File: config.mk
export PLATFORM = sky130hd
export DESIGN_NAME = mips_trace_uart_tx
export DESIGN_NICKNAME = d
export VERILOG_FILES = /design/src/rtl/mips_trace_uart_tx.sv
export SDC_FILE = /design/constraint.sdc
export NUM_CORES = 1
export LEC_CHECK = 0
export CAP_MARGIN = 20
export CORE_ASPECT_RATIO = 0.9
export CORE_MARGIN = 2
export CORE_UTILIZATION = 30
export CTS_CLUSTER_SIZE = 28
export DETAILED_ROUTE_END_ITERATION = 8
export GPL_ROUTABILITY_DRIVEN = 1
export PLACE_DENSITY = 0.44
export SLEW_MARGIN = 5
export SYNTH_ARGS = -nofsm -noshare
export SYNTH_HDL_FRONTEND = slang
export SYNTH_SLANG_ARGS = --single-unit
File: constraint.sdc
create_clock -name clk -period 9.53 [get_ports clk]
set_clock_uncertainty 0.15 [all_clocks]
set_input_delay 0.953 -clock clk [delete_from_list [all_inputs] [get_ports clk]]
set_output_delay 0.953 -clock clk [all_outputs]
set_load 0.01 [all_outputs]
File: src/rtl/mips_trace_uart_tx.sv
`default_nettype none
// ============================================================================
//  Module      : mips_trace_uart_tx
//  Description : Captures a {PC, instruction} record on every fetch-state
//                entry of the multi-cycle MIPS32 core. Records are buffered
//                in a small FIFO and streamed out as 10-byte UART 8N1 frames:
//                sync byte, PC (MSB first), instruction (MSB first), XOR
//                checksum of the eight payload bytes.
//  Revision    : 1.0 - initial release
// ============================================================================
module mips_trace_uart_tx #(
  parameter int         CLKS_PER_BIT = 434,
  parameter int         FIFO_DEPTH   = 4,
  parameter logic [7:0] SYNC_BYTE    = 8'hA5
) (
  input  logic                          clk,
  input  logic                          reset,
  input  logic                          trace_valid,
  input  logic [31:0]                   trace_pc,
  input  logic [31:0]                   trace_instr,
  input  logic                          clear_overflow,
  output logic                          uart_tx,
  output logic                          busy,
  output logic [$clog2(FIFO_DEPTH):0]   fifo_level,
  output logic                          overflow,
  output logic [7:0]                    dropped_count
);

  localparam int AW = $clog2(FIFO_DEPTH);
  localparam int LW = AW + 1;
  localparam int CW = $clog2(CLKS_PER_BIT);

  localparam logic [CW-1:0] C_BAUD_LAST = CW'(CLKS_PER_BIT - 1);
  localparam logic [LW-1:0] C_FULL_LVL  = LW'(FIFO_DEPTH);
  localparam logic [3:0]    C_LAST_BYTE = 4'd9;

  typedef enum logic [1:0] {
    S_IDLE  = 2'd0,
    S_START = 2'd1,
    S_DATA  = 2'd2,
    S_STOP  = 2'd3
  } state_t;

  // Record FIFO
  logic [63:0]    r_mem [FIFO_DEPTH];
  logic [AW-1:0]  r_wr_ptr;
  logic [AW-1:0]  r_rd_ptr;
  logic [LW-1:0]  r_level;
  logic           w_full;
  logic           w_empty;
  logic           w_push;
  logic           w_pop;
  logic           w_drop;

  // Serializer
  state_t         r_state;
  state_t         w_next;
  logic [CW-1:0]  r_baud_cnt;
  logic [2:0]     r_bit_idx;
  logic [3:0]     r_byte_idx;
  logic [79:0]    r_frame;
  logic [7:0]     w_cur_byte;
  logic           w_tick;
  logic [63:0]    w_rec;
  logic [7:0]     w_cks;
  logic [79:0]    w_frame_load;
  logic           r_overflow;
  logic [7:0]     r_dropped;

  assign w_full  = (r_level == C_FULL_LVL);
  assign w_empty = (r_level == '0);
  // The serializer only takes a record while idle; that slot frees before a
  // same-cycle push is judged, so a full FIFO can still accept.
  assign w_pop   = (r_state == S_IDLE) && !w_empty;
  assign w_push  = trace_valid && (!w_full || w_pop);
  assign w_drop  = trace_valid && w_full && !w_pop;

  // Frame image with byte 0 in the low bits so bytes leave by shifting right.
  assign w_rec  = r_mem[r_rd_ptr];
  assign w_cks  = w_rec[63:56] ^ w_rec[55:48] ^ w_rec[47:40] ^ w_rec[39:32]
                ^ w_rec[31:24] ^ w_rec[23:16] ^ w_rec[15:8]  ^ w_rec[7:0];
  assign w_frame_load = {w_cks,
                         w_rec[7:0],   w_rec[15:8],  w_rec[23:16], w_rec[31:24],
                         w_rec[39:32], w_rec[47:40], w_rec[55:48], w_rec[63:56],
                         SYNC_BYTE};

  assign w_cur_byte = r_frame[7:0];
  assign w_tick     = (r_baud_cnt == C_BAUD_LAST);

  // FIFO storage; contents need no reset because pointers gate every read.
  always_ff @(posedge clk) begin
    if (w_push) begin
      r_mem[r_wr_ptr] <= {trace_pc, trace_instr};
    end
  end

  // FIFO pointers and occupancy.
  always_ff @(posedge clk or posedge reset) begin
    if (reset) begin
      r_wr_ptr <= '0;
      r_rd_ptr <= '0;
      r_level  <= '0;
    end else begin
      if (w_push) r_wr_ptr <= r_wr_ptr + AW'(1);
      if (w_pop)  r_rd_ptr <= r_rd_ptr + AW'(1);
      case ({w_push, w_pop})
        2'b10:   r_level <= r_level + LW'(1);
        2'b01:   r_level <= r_level - LW'(1);
        default: r_level <= r_level;
      endcase
    end
  end

  // Sticky drop flag and saturating drop counter; a drop beats a clear.
  always_ff @(posedge clk or posedge reset) begin
    if (reset) begin
      r_overflow <= 1'b0;
      r_dropped  <= 8'd0;
    end else if (w_drop) begin
      r_overflow <= 1'b1;
      if (clear_overflow)          r_dropped <= 8'd1;
      else if (r_dropped != 8'hFF) r_dropped <= r_dropped + 8'd1;
    end else if (clear_overflow) begin
      r_overflow <= 1'b0;
      r_dropped  <= 8'd0;
    end
  end

  // Serializer state register.
  always_ff @(posedge clk or posedge reset) begin
    if (reset) r_state <= S_IDLE;
    else       r_state <= w_next;
  end

  // Serializer next state and line level.
  always_comb begin
    w_next  = r_state;
    uart_tx = 1'b1;
    case (r_state)
      S_IDLE: begin
        if (!w_empty) w_next = S_START;
      end
      S_START: begin
        uart_tx = 1'b0;
        if (w_tick) w_next = S_DATA;
      end
      S_DATA: begin
        uart_tx = w_cur_byte[r_bit_idx];
        if (w_tick && (r_bit_idx == 3'd7)) w_next = S_STOP;
      end
      S_STOP: begin
        if (w_tick) w_next = (r_byte_idx == C_LAST_BYTE) ? S_IDLE : S_START;
      end
      default: w_next = S_IDLE;
    endcase
  end

  // Bit timing, bit/byte indices and the frame shift register.
  always_ff @(posedge clk or posedge reset) begin
    if (reset) begin
      r_baud_cnt <= '0;
      r_bit_idx  <= 3'd0;
      r_byte_idx <= 4'd0;
      r_frame    <= '0;
    end else if (r_state == S_IDLE) begin
      r_baud_cnt <= '0;
      r_bit_idx  <= 3'd0;
      r_byte_idx <= 4'd0;
      if (w_pop) r_frame <= w_frame_load;
    end else begin
      r_baud_cnt <= w_tick ? '0 : r_baud_cnt + CW'(1);
      if (w_tick && (r_state == S_DATA)) begin
        r_bit_idx <= r_bit_idx + 3'd1;
      end
      if (w_tick && (r_state == S_STOP)) begin
        r_byte_idx <= r_byte_idx + 4'd1;
        r_frame    <= {8'h00, r_frame[79:8]};
      end
    end
  end

  assign busy          = (r_state != S_IDLE);
  assign fifo_level    = r_level;
  assign overflow      = r_overflow;
  assign dropped_count = r_dropped;

endmodule
`default_nettype wire

==> qor.yml <==
path_cells: "inv_1, ha_4, inv_1, clkdlybuf4s50_1"
cp.depth: 4
grt_setup_unrepaired: "false"
cp_common_cell: "inv_1"
track_usage_pct: 13.4
grt_pass1_vias: 8097
post-cts-setup-buffer-count: 0
synth_compound_area_share_pct: 3.86
cts-resized-gates: 0
cts_sinks: 370
drt-vias-per-instance: 4.48
die-height_um: 217
worstHoldStart: "r_frame[52]"
vias: 7681
drt-pass1-iter-count: 6
finalNetCount: 1085
synth_nets: 990
wl_per_cell_um: 19.9
avgSynthCellArea_sq_um: 16.7
critPathTopFamily: "buffers and inverters"
synth.distinct_cells: 40
critPathKind: "flop to output port"
finalHoldViolCount: 0
clk_path_buf_depth: 3
clock-root-buffer: "clkbuf_16"
crit_path_end_kind: "output port"
synthMuxAreaShare_pct: 14.4
drt_iter0_drc: 437
synth-main-ff-cell: "edfxtp_1"
area_growth_pct: 19.9
io_pins: 82
critPathArrivalTime_ps: 2380
fmax_mhz: 287
cp.buffers_inverters: 3
cts.clk_slew.worst_paths_ps: 60
pre_cts_slack_ps: 6080
p_leak_nw: 6.36
synth_adder_area_share_pct: 1.54
tightest_slew_ps: 916
critPathMaxFanout: 30
num_rows: 78
gp_congestion: 0.734
seqCellArea_sq_um: 10500
required_ps: 8430
yosysWarnings: 0
r2r_setup_slack_ps: 6110
yosysTopAreaCell: "edfxtp_1"
holdPathEnd: "r_frame[52]"
hold_path_depth: 2
grt_max_degree: 75
cts_tree: "done"
outcome: "finished, final reports clean"
synth_enable_flop_cells: 256
yosysTopAreaCellShare_pct: 50.9
multi_input_area_sq_um: 4340
filler_cell_count: 4737
core-area_sq_um: 50100
initial_core_util_pct: 30.2
setup_violations: 0
numPortBuffers: 81
drtAntennaViolNets: 0
ir_worst_vdd_v: 0.000164
overflow: 0
drc_errors: 0
synth.most_common_cell: "edfxtp_1"
synth_common_cells: "edfxtp_1 (256), dfrtp_1 (114), nand2_1 (85)"
die_x_um: 241
clock_latency_ps: 570
ys_seq_elements: 370
max_stage_delay_ps: 520
min_period_over_period_pct: 36.6
diodes: 0
synth_top_family_by_area: "multiplexers"
slew_headroom_pct: 39.0
yosysSeqAreaShare_pct: 69.7
worst_path_max_delay_cell: "ha_4"
ctsHoldBuffers: 0
cts_made_buffers: 43
layout_min_cycle_time_ps: 3490
cap_violations: 0
finalMaxSlewViolations: 0
synthTopCellsByArea: "edfxtp_1 (51%), dfrtp_1 (19%), mux4_2 (9.7%)"
rr_worst_depth: 7
hold-worst-slack_ps: 323
async_reset_ff_share_pct: 30.8
tns_ps: 0
timing.rr.end: "r_frame[68]"
dieArea_sq_um: 52200
grt_pass1_wl_mm: 51.9
drive_gt1_share_pct: 14.5
r2r-start: "r_state[0]"
netlist_area_sq_um: 15100
powerDensity_nw_per_um2: 343
cts.htree.levels: 2
yosys.area_share.simple_pct: 4.38
synth-xor-area-share_pct: 4.29
critPathLaunchType: "flop"
holdCritPathClass: "flop to flop"
wl_mm: 34.2
dp_hpwl_mm: 21.0
antenna_found_initial: 0
final.setup.worst_slack_ps: 6040
synthCells: 904
## routing by layer
metal / up-vias / GRT usage (%) / wire length [um]
met1: 3896 / 19.5 / 16700
met4: 0 / 4.33 / 748
met5: - / 0 / 0
met3: 52 / 2.32 / 1080
met2: 124 / 20.5 / 15600
li1: 3609 / - / -
## metrics by stage
step / cell area (sq um) / total power (W) / std cells / util, %
after floorplan: 15100 / 0.00396 / 904 / -
after global placement: 16700 / 0.00463 / 1634 / 33.3
after detailed placement: 16700 / 0.00464 / 1634 / 33.3
after CTS: 18100 / 0.00635 / 1714 / 36.2
after global routing: 18100 / 0.00662 / 1714 / 36.2
final: 18100 / 0.00622 / 1714 / 36.2
## cell usage in the layout (no fill, tap or decap), types with 6 or more instances in the layout
cell type / netlist / final
xor2_1: 14 / 14
bufinv_16: 0 / 6
clkinv_1: 0 / 7
nor2_1: 25 / 25
nand2_1: 85 / 85
buf_4: 0 / 9
edfxtp_1: 256 / 256
nand3_1: 10 / 10
ha_1: 17 / 16
clkdlybuf4s50_1: 0 / 81
mux2i_1: 69 / 69
xnor2_1: 60 / 60
dfrtp_1: 114 / 112
a21oi_1: 9 / 9
o21ai_0: 71 / 71
clkinv_2: 0 / 6
o21ai_1: 9 / 9
clkbuf_16: 0 / 44
clkbuf_1: 16 / 9
mux4_2: 65 / 65
inv_1: 15 / 14
## how the worst max path moves through the flow
stage | start | end
after global routing | r_state[0] | r_frame[46]
final | r_state[0] | busy
after floorplan | reset | dropped_count[0]
after CTS | r_bit_idx[0] | uart_tx
after global placement | r_rd_ptr[0] | r_frame[77]
after detailed placement | r_state[0] | r_frame[68]
## flip-flops by register name, indices dropped and copies added (netlist names), 3 cells and up
register,flops
dropped_count,8
fifo_level,3
r_baud_cnt,9
r_bit_idx,3
r_byte_idx,4
r_frame,80
r_mem,256
## power breakdown
part	total [W]	internal [W]	leakage [nW]	switching [W]
sequential	0.00237	0.00214	3.80	0.000223
combinational	0.00217	0.000960	1.86	0.00121
clock	0.00168	0.00102	0.695	0.000662
## cells by family (layout without fill, tap and decap cells)
logic type	count (synthesis)	in the layout
flip-flops	370	370
AND/OR/NAND/NOR	148	148
multiplexers	135	135
AO/OA/AOI/OAI	104	104
XOR/XNOR	74	74
buffers and inverters	55	185
adder cells (fa/ha/maj)	18	18
## cell type report
cell class                 count  area share (%)
timing repair buffer          90            4.85
tap                          680            4.69
sequential                   370            58.2
multi-input combinational    479            24.0
inverter                      15           0.324
clock buffer                  54            6.34
clock inverter                26            1.66
## worst register-to-register path, stage by stage, from the launching register on
cell and delay (ps):
dfrtp_1 400, inv_1 180, ha_4 520, inv_1 200, nand4_1 290, and2_4 630, buf_4 660, o21ai_0 240
No activity file was read; power rests on OpenSTA's default activity.
